`config.mk`:
```
export PLATFORM = sky130hd
export DESIGN_NAME = level_progress
export DESIGN_NICKNAME = d
export VERILOG_FILES = /design/src/rtl/level_progress.sv
export SDC_FILE = /design/constraint.sdc
export NUM_CORES = 1
export LEC_CHECK = 0
export CAP_MARGIN = 5
export CORE_ASPECT_RATIO = 1.75
export CORE_UTILIZATION = 43
export CTS_CLUSTER_SIZE = 40
export DETAILED_ROUTE_END_ITERATION = 8
export GPL_ROUTABILITY_DRIVEN = 1
export PLACE_DENSITY_LB_ADDON = 0.15
export SYNTH_ARGS = -nofsm -noshare
export SYNTH_HDL_FRONTEND = slang
export SYNTH_SLANG_ARGS = --single-unit
```
`constraint.sdc`:
```
create_clock -name clk -period 4.3 [get_ports clk]
set_input_delay 0.86 -clock clk [delete_from_list [all_inputs] [get_ports clk]]
set_output_delay 0.86 -clock clk [all_outputs]
set_load 0.02 [all_outputs]
```
`src/rtl/level_progress.sv`:
```
// NinjaReflex level-progress controller: counts hits per level, enforces a per-level time budget,
// and steps L1 -> L2 -> L3 -> WIN or falls to LOSE. Optional lives support is built with `define LIVES_EN.
module level_progress #(
  parameter int HITS_PER_LEVEL = 4,
  parameter int LEVEL_TIMEOUT  = 50_000_000,
  parameter int TW             = 26,
  parameter int MAX_LIVES      = 3
) (
  input  logic       clk,
  input  logic       rst_n,
  input  logic       start,
  input  logic       hit,
  input  logic       miss,
  output logic       light1,
  output logic       light2,
  output logic       light3,
  output logic       win,
  output logic       lose,
  output logic [1:0] level,
  output logic [2:0] hit_cnt,
  output logic [2:0] lives
);

  typedef enum logic [2:0] {
    S_IDLE = 3'd0,
    S_L1   = 3'd1,
    S_L2   = 3'd2,
    S_L3   = 3'd3,
    S_WIN  = 3'd4,
    S_LOSE = 3'd5
  } state_t;

  localparam logic [2:0]    HITS_TGT = 3'(HITS_PER_LEVEL);
  localparam logic [TW-1:0] TMAX     = TW'(LEVEL_TIMEOUT - 1);

  // Reject parameter sets the counters cannot represent.
  if (HITS_PER_LEVEL < 1 || HITS_PER_LEVEL > 7 || LEVEL_TIMEOUT < 2 ||
      MAX_LIVES < 1 || MAX_LIVES > 7 || (64'd1 << TW) <= 64'(LEVEL_TIMEOUT)) begin : g_bad_params
    $error("level_progress: illegal parameter combination");
  end

  state_t        state_q, state_d;
  logic [2:0]    lights_q, lights_d;
  logic [2:0]    hit_cnt_q, hit_cnt_d;
  logic [TW-1:0] timer_q, timer_d;
  logic [1:0]    level_q, level_d;
  logic          win_q, win_d;
  logic          lose_q, lose_d;
  logic          in_level_s;
  logic          timeout_s;
`ifdef LIVES_EN
  logic [2:0]    lives_q, lives_d;
`endif

  assign in_level_s = (state_q == S_L1) || (state_q == S_L2) || (state_q == S_L3);
  assign timeout_s  = (timer_q == TMAX);

  // Next-state computation: start > timeout > miss > hit.
  always_comb begin
    state_d   = state_q;
    lights_d  = lights_q;
    hit_cnt_d = hit_cnt_q;
    timer_d   = timer_q;
`ifdef LIVES_EN
    lives_d   = lives_q;
`endif
    if (start) begin
      state_d   = S_L1;
      lights_d  = 3'd0;
      hit_cnt_d = 3'd0;
      timer_d   = '0;
`ifdef LIVES_EN
      lives_d   = 3'(MAX_LIVES);
`endif
    end else if (in_level_s) begin
      if (timeout_s) begin
        state_d   = S_LOSE;
        hit_cnt_d = 3'd0;
        timer_d   = '0;
      end else if (miss) begin
`ifdef LIVES_EN
        if (lives_q > 3'd1) begin
          lives_d   = lives_q - 3'd1;
          hit_cnt_d = 3'd0;
          timer_d   = timer_q + TW'(1);
        end else begin
          lives_d   = 3'd0;
          state_d   = S_LOSE;
          hit_cnt_d = 3'd0;
          timer_d   = '0;
        end
`else
        state_d   = S_LOSE;
        hit_cnt_d = 3'd0;
        timer_d   = '0;
`endif
      end else if (hit) begin
        if (hit_cnt_q + 3'd1 == HITS_TGT) begin
          hit_cnt_d = 3'd0;
          timer_d   = '0;
          case (state_q)
            S_L1: begin
              state_d     = S_L2;
              lights_d[0] = 1'b1;
            end
            S_L2: begin
              state_d     = S_L3;
              lights_d[1] = 1'b1;
            end
            S_L3: begin
              state_d     = S_WIN;
              lights_d[2] = 1'b1;
            end
            default: state_d = state_q;
          endcase
        end else begin
          hit_cnt_d = hit_cnt_q + 3'd1;
          timer_d   = timer_q + TW'(1);
        end
      end else begin
        timer_d = timer_q + TW'(1);
      end
    end else begin
      hit_cnt_d = 3'd0;
      timer_d   = '0;
    end
  end

  // Status outputs decoded from the next state so they register alongside it.
  always_comb begin
    level_d = 2'd0;
    win_d   = 1'b0;
    lose_d  = 1'b0;
    case (state_d)
      S_L1:    level_d = 2'd1;
      S_L2:    level_d = 2'd2;
      S_L3:    level_d = 2'd3;
      S_WIN:   win_d   = 1'b1;
      S_LOSE:  lose_d  = 1'b1;
      default: level_d = 2'd0;
    endcase
  end

  // Game state and registered outputs.
  always_ff @(posedge clk or negedge rst_n) begin
    if (!rst_n) begin
      state_q   <= S_IDLE;
      lights_q  <= 3'd0;
      hit_cnt_q <= 3'd0;
      timer_q   <= '0;
      level_q   <= 2'd0;
      win_q     <= 1'b0;
      lose_q    <= 1'b0;
    end else begin
      state_q   <= state_d;
      lights_q  <= lights_d;
      hit_cnt_q <= hit_cnt_d;
      timer_q   <= timer_d;
      level_q   <= level_d;
      win_q     <= win_d;
      lose_q    <= lose_d;
    end
  end

`ifdef LIVES_EN
  // Remaining-lives counter.
  always_ff @(posedge clk or negedge rst_n) begin
    if (!rst_n) begin
      lives_q <= 3'd0;
    end else begin
      lives_q <= lives_d;
    end
  end

  assign lives = lives_q;
`else
  assign lives = 3'd0;
`endif

  assign light1  = lights_q[0];
  assign light2  = lights_q[1];
  assign light3  = lights_q[2];
  assign win     = win_q;
  assign lose    = lose_q;
  assign level   = level_q;
  assign hit_cnt = hit_cnt_q;

endmodule

```
==> impl_results.md <==
- Crit share post-route: 0.6522
- Cts bufs inserted: 5
- Reg2reg start: timer_q[0]$_DFF_PN0_
- DRC viols: 0
- CTS tree: built
- Die Area: 5141 µm²
- Detail Route Antenna Nets: 0
- Pleak: 0.8748 nW
- Sequential Power Share: 0.511
- Area of the core: between 4000 and 5000 µm²
- CP Launch Type: input pin
- Top-count cell post-synth: dfrtp_1
- Layout cell share with drive strength beyond 1: 0.09692
- Synth cell types: 46
- Ys async rst share: 1.000
- Layout area overhead: 12.43%
- Synthesized area per cell: 9.741 µm²
- Setup violations, final: 0
- Synth top area share: 0.4682
- Max-Cap Viols: 0
- Utilization after layout: 0.5023
- Syn Inst Count: 214
- Initial detailed-routing violation count: 38
- Grt ovf: 0
- Reg-to-reg slack, setup: 1720 ps
- Worst setup path startpoint: start
- Worst Tran Pin Value: 1194 ps
- Initial antenna violation count: 0
- First-pass GRT wire length: 7693 µm
- Placed cell areas: 2226 µm²
- Post-synth EDFFs: 0
- Crit path DAT: roughly 3000 ps
- Worst EP required: 4490 ps
- Status: finished, final reports clean
- # IOs: 18
- Wire length per cell: 15.98 µm
- Vias/cell: 5.774
- Largest net degree at the start of global routing: 40
- CTS H-tree lvls: 2
- Seq/Total Area, Yosys: 0.4682
- Via Count: 1,611
- Vias in the first global route: about 1,700
- Nets: 234
- Critical path capture point type: flip-flop
- Worst skew pair latency: 290 ps
- Setup CP Type: input pin to flip-flop
- Clk root buf: clkbuf_8
- Leading post-synthesis cells by cell area: dfrtp_1, xnor2_1, or3_1, o21ai_0, nor2_1
- Post-CTS setup buffers: 0
- Min Clock Period, post-route: 2804 ps
- VDD IR max: between 150 and 200 µV
- R2R Path End: timer_q[3]$_DFF_PN0_
- Die X: 54.63 µm
- Final Hold Viols: 0
- Top cell type by total area after synthesis: dfrtp_1
- Routability congestion estimate: about 0.72
- Fillers: 442
- IO Port Bufs: 14
- Post-synth top cells: dfrtp_1, nor2_1, o21ai_0
- Total GRT Usage: 0.2086
- Internal power: about 0.57 mW
- Core Rows: 33
- Clock transition at the registers of the reported paths: 80 ps
- Critical path destination: timer_q[24]$_DFF_PN0_
- Synth warn: 0
- Max-Slew Margin vs Limit: 0.2017
- Combinational Power Share: 0.055
- Reg area: 975.9 µm²
- Clock power share: 0.435
- Setup TNS: 0 ps
- Final wirelength: 4458 µm
- Synthesized cell area: 2084 µm²
- Post-CTS Hold Fix Bufs: 0
- Reg2reg path depth: 5
- Pins Over Slew Limit: 0
- P_sw: 0.1615 mW
- Net Sw Frac: 0.2208
- Number of diodes: 0
- Multi-input logic area: 1008 µm²
- RSZ-0062 raised after global routing: false
- Power Dens Cells: 312.1 nW/µm²
- Total power: 0.7315 mW
- Chip height: approximately 94 µm
- Clock Skew: 7.933 ps
- CP Max Fanout: 25
- Post-route cell area: 2344 µm²
- Seq cells post-synth: 39
- Initial Utilization: 0.4468
- Most used flip-flop cell after synthesis: dfrtp_1
- CTS sink count: 39
- DRT Pass-1 Iters: 5
- Max Root-Sink Buffers: 2
- Fmax achieved: 356.6 MHz
- Post-CTS Resized: 0
- HPWL Detailed: 3180 µm
- Hold Path Class: flip-flop to flip-flop
-- stage by stage --
step | setup WS [ps] | hold slack (ps) | instances
final | 1496 | 487.4 | 279
after CTS | 1492 | 494.5 | 279
after detailed placement | 1211 | 467.6 | 271
after floorplan | 2144 | 472.9 | 216
after global routing | 1358 | 524.4 | 279
after global placement | 1224 | 466.8 | 271
-- worst max-delay path, cell delays in order --
cell	delay [ps]
clkdlybuf4s50_1	580
o21bai_1	310
a311oi_1	360
o211ai_2	560
a21oi_1	320
-- state kept, by name (all words and copies together), names as in the netlist --
register and flops:
hit_cnt 3, level 2, lights_q 3, lose 1, state_q 3, timer_q 26, win 1
-- cells by family (layout without fill, tap and decap cells) --
kind of cell	Yosys count	count (layout)	share of synthesized area
AOI/OAI and AO/OA	49	49	0.1555
xor gates and xnor gates	16	16	0.06722
other	1	3	0.001799
adders and majority gates	3	3	0.01801
DFF	39	39	0.4682
and+or+nand+nor	84	84	0.2377
buffers and inverters	22	33	0.05162
-- final cells by class --
type,count,share of cell area
Clock inverter,2,0.01495
Inverter,11,0.01762
Clock buffer,6,0.03524
Tap cell,52,0.02776
Timing Repair Buffer,14,0.05766
Multi-Input combinational cell,155,0.4303
Sequential cell,39,0.4164
-- power groups by stage --
stage                     combinational, mW  sequential (mW)  clock (mW)
after floorplan                      0.0221            0.383           0
after global placement               0.0410            0.381           0
after global routing                 0.0451            0.374       0.338
final                                0.0399            0.374       0.318
after detailed placement             0.0411            0.381           0
after CTS                            0.0410            0.374       0.324
-- worst min-delay path by stage --
stage,end,depth (start not counted),slack [ps],start
5_1_grt,lights_q[0]$_DFFE_PN0P_,2,520,lights_q[0]$_DFFE_PN0P_
6_report,lights_q[0]$_DFFE_PN0P_,2,490,lights_q[0]$_DFFE_PN0P_
2_1_floorplan,timer_q[0]$_DFF_PN0_,1,470,timer_q[0]$_DFF_PN0_
4_1_cts,lights_q[0]$_DFFE_PN0P_,2,490,lights_q[0]$_DFFE_PN0P_
3_5_place_dp,lights_q[0]$_DFFE_PN0P_,2,470,lights_q[0]$_DFFE_PN0P_
3_3_place_gp,lights_q[0]$_DFFE_PN0P_,2,470,lights_q[0]$_DFFE_PN0P_
-- layer usage --
metal | global-route usage | vias to the layer above | part of all wire
li1 | - | 802 | -
met5 | 0 | - | 0
met2 | 0.3735 | 23 | 0.57
met3 | 0.03560 | 10 | 0.018
met1 | 0.2197 | 776 | 0.38
met4 | 0.09829 | 0 | 0.027
-- cells in the final DEF, fill, tap and decap left out, types with 2 or more instances in the layout --
cell,netlist,layout
dfrtp_1,39,39
nor2_1,17,17
o21ai_0,15,15
or3_1,14,14
clkdlybuf4s50_1,0,13
xnor2_1,12,12
inv_1,11,11
a21oi_1,11,11
nand2_1,10,10
nor3_1,9,9
nand4_1,8,8
nand3_1,6,6
clkbuf_8,0,6
or4_1,4,4
xor2_1,4,4
and3_1,3,3
a21oi_2,3,3
ha_1,3,3
conb_1,1,3
nand4_2,2,2
and4_1,2,2
o21bai_1,2,2
or4_4,2,2
o31ai_1,2,2
o221a_2,2,2
a31oi_1,2,2
o32ai_1,2,2
Power figures use the tool's default switching activity.
==> RTL edit, RTL diff (config.mk and constraints unchanged) <==
The 6 states of `state_t` get a Gray code encoding in 3 bits.
--- a/src/rtl/level_progress.sv
+++ b/src/rtl/level_progress.sv
@@ -23,10 +23,10 @@
 
   typedef enum logic [2:0] {
-    S_IDLE = 3'd0,
-    S_L1   = 3'd1,
-    S_L2   = 3'd2,
-    S_L3   = 3'd3,
-    S_WIN  = 3'd4,
-    S_LOSE = 3'd5
+    S_IDLE = 3'b000,
+    S_L1   = 3'b001,
+    S_L2   = 3'b011,
+    S_L3   = 3'b010,
+    S_WIN  = 3'b110,
+    S_LOSE = 3'b111
   } state_t;
 
Function: no difference found for any inputs over 10 cycles, from zero or initial values and one cycle with rst_n low; not proved beyond that.
==> RTL edit against the original RTL <==
  * Sequential cell count is the same
  * Non-clock buffer count is the same
  * Global-route usage shrank 2.2 points
  * Total power grew 1.9%
  * Area after synthesis shrank 3.5%
  * Routed wire length shrank 6.4%
  * Design area shrank 4.5%
  * Via count shrank 5.5%
  * Synthesized cell count shrank 3.3%
  * Worst setup slack gained 0.17 ns
  * Critical path type unchanged
  * Critical endpoint is now timer_q[8]$_DFF_PN0_
  * Largest power group unchanged
  * Highest routed layer unchanged
==> RTL edit: results (changes against the original RTL) <==
| Metric | Value |
|---|---|
| Actual slew at the worst max-slew pin | 0.865 ns (-0.329 ns) |
| Routed vias | 1,523 (-5.5%) |
| Share of post-route cells with drive strength above 1 | 5.00% (-4.7 points) |
| Post-layout nets | 227 (-3.0%) |
| Highest-delay cell along the critical path | sky130_fd_sc_hd__or3_1 |
| Capture instance of the worst register-to-register path | timer_q[8]$_DFF_PN0_ |
| Total half-perimeter wirelength after legalization and detailed placement | 2960 um (-7.0%) |
| Maximum fanout along the worst path | 26 (+4.0%) |
| Cell family with most CP delay | simple AND/OR/NAND/NOR gates |
| Number of placed cells counting well taps | 263 (-3.0%) |
| Average wire per standard cell | 15.4 um (-3.6%) |
| Unique masters post-synth | 39 (-15%) |
| Largest net degree at the start of global routing | 40 (unchanged) |
| Worst Hold Path EP | timer_q[0]$_DFF_PN0_ |
| Reg2reg start | timer_q[8]$_DFF_PN0_ |
| Static leakage | 0.000921 uW (+5.2%) |
| Average size of a mapped cell | 9.72 um2 (-0.22%) |
| CTS Buf Count | 5 (unchanged) |
| Number of antenna violations at the first check in global routing | 0 (unchanged) |
| Worst path arrival time | 2.85 ns (-0.15 ns) |
| Hold path startpoint | timer_q[0]$_DFF_PN0_ |
| Status | completed |
| Max incr delay on CP | 0.73 ns (+0.15 ns) |
| Setup clock skew after layout | 0.00671 ns (-0.00123 ns) |
| Initial drt markers | 21 (-45%) |
| Netlist Area Pre-Place | 2010 um2 (-3.5%) |
| RePlAce Congestion | 0.859 (+19%) |
| Number of cells traversed by the worst hold path | 1 (-1) |
| Portion of the post-synthesis area used by sequential elements | 48.5% (+1.7 points) |
| Global-route wire length before repair | 6620 um (-14%) |
| Post-cts sizing count | 0 (unchanged) |
| All-Layer GR Usage | 18.7% (-2.2 points) |
| Peak supply drop | 245 uV (+29%) |
| Commonest cells post-synth | sky130_fd_sc_hd__dfrtp_1, sky130_fd_sc_hd__nor2_1, sky130_fd_sc_hd__xor2_1 |
| Wire length reported by the detailed router | 4170 um (-6.4%) |
-- RTL edit: layout make-up --
class	instances	area (um2)
clock buffers	6	82.6
clock inverters	2	38.8
fillers	416	2210
inverters	7	26.3
multi-input cells	152	915
flip-flops and latches	39	976
well taps	51	63.8
repair buffers	14	135
-- RTL edit: through the flow --
stage               util [%]  instance area, um2  hold slack (ns)  power [uW]  setup WS, ns
detailed placement      47.6                2120            0.483         428          1.34
global placement        47.6                2120            0.471         426          1.45
finish                  50.3                2240            0.491         745          1.67
floorplan                  -                2020            0.449         414          2.15
CTS                     50.3                2240            0.493         751          1.66
global route            50.3                2240            0.508         775          1.49
-- RTL edit: worst max path at each step --
stage	endpoint	startpoint	slack [ns]
2_1_floorplan	timer_q[10]$_DFF_PN0_	start	2.15
3_3_place_gp	timer_q[18]$_DFF_PN0_	hit	1.45
3_5_place_dp	timer_q[8]$_DFF_PN0_	hit	1.34
4_1_cts	timer_q[8]$_DFF_PN0_	hit	1.66
5_1_grt	timer_q[8]$_DFF_PN0_	timer_q[8]$_DFF_PN0_	1.49
6_report	timer_q[8]$_DFF_PN0_	start	1.67
-- RTL edit: routing by layer --
layer  up-vias  share of wire (%)  track usage [%]  routed length (um)
met1       744                 40             19.8                1680
li1        723                  -                -                   -
met2        47                 53             32.6                2230
met4         0                2.5             9.43                 106
met3         9                3.7             3.94                 154
met5         -                  0                0                   0
-- RTL edit: kinds of logic (layout without fill, tap and decap cells) --
kind of cell               count (synthesis)  count (layout)  synth area share, %
muxes                                      1               1                0.498
AOI/OAI and AO/OA                         18              18                 5.91
buffers and inverters                     18              29                 6.41
and+or+nand+nor                          100             100                 24.9
DFF                                       39              39                 48.5
other                                      1               3                0.186
xor gates and xnor gates                  27              27                 11.8
adders and majority gates                  3               3                 1.87
-- RTL edit: power by group --
group | switching, uW | leakage (uW) | internal (uW)
registers | 5.81 | 0.000532 | 371
logic | 28.7 | 0.000327 | 14.7
clock network | 134 | 0.0000618 | 191
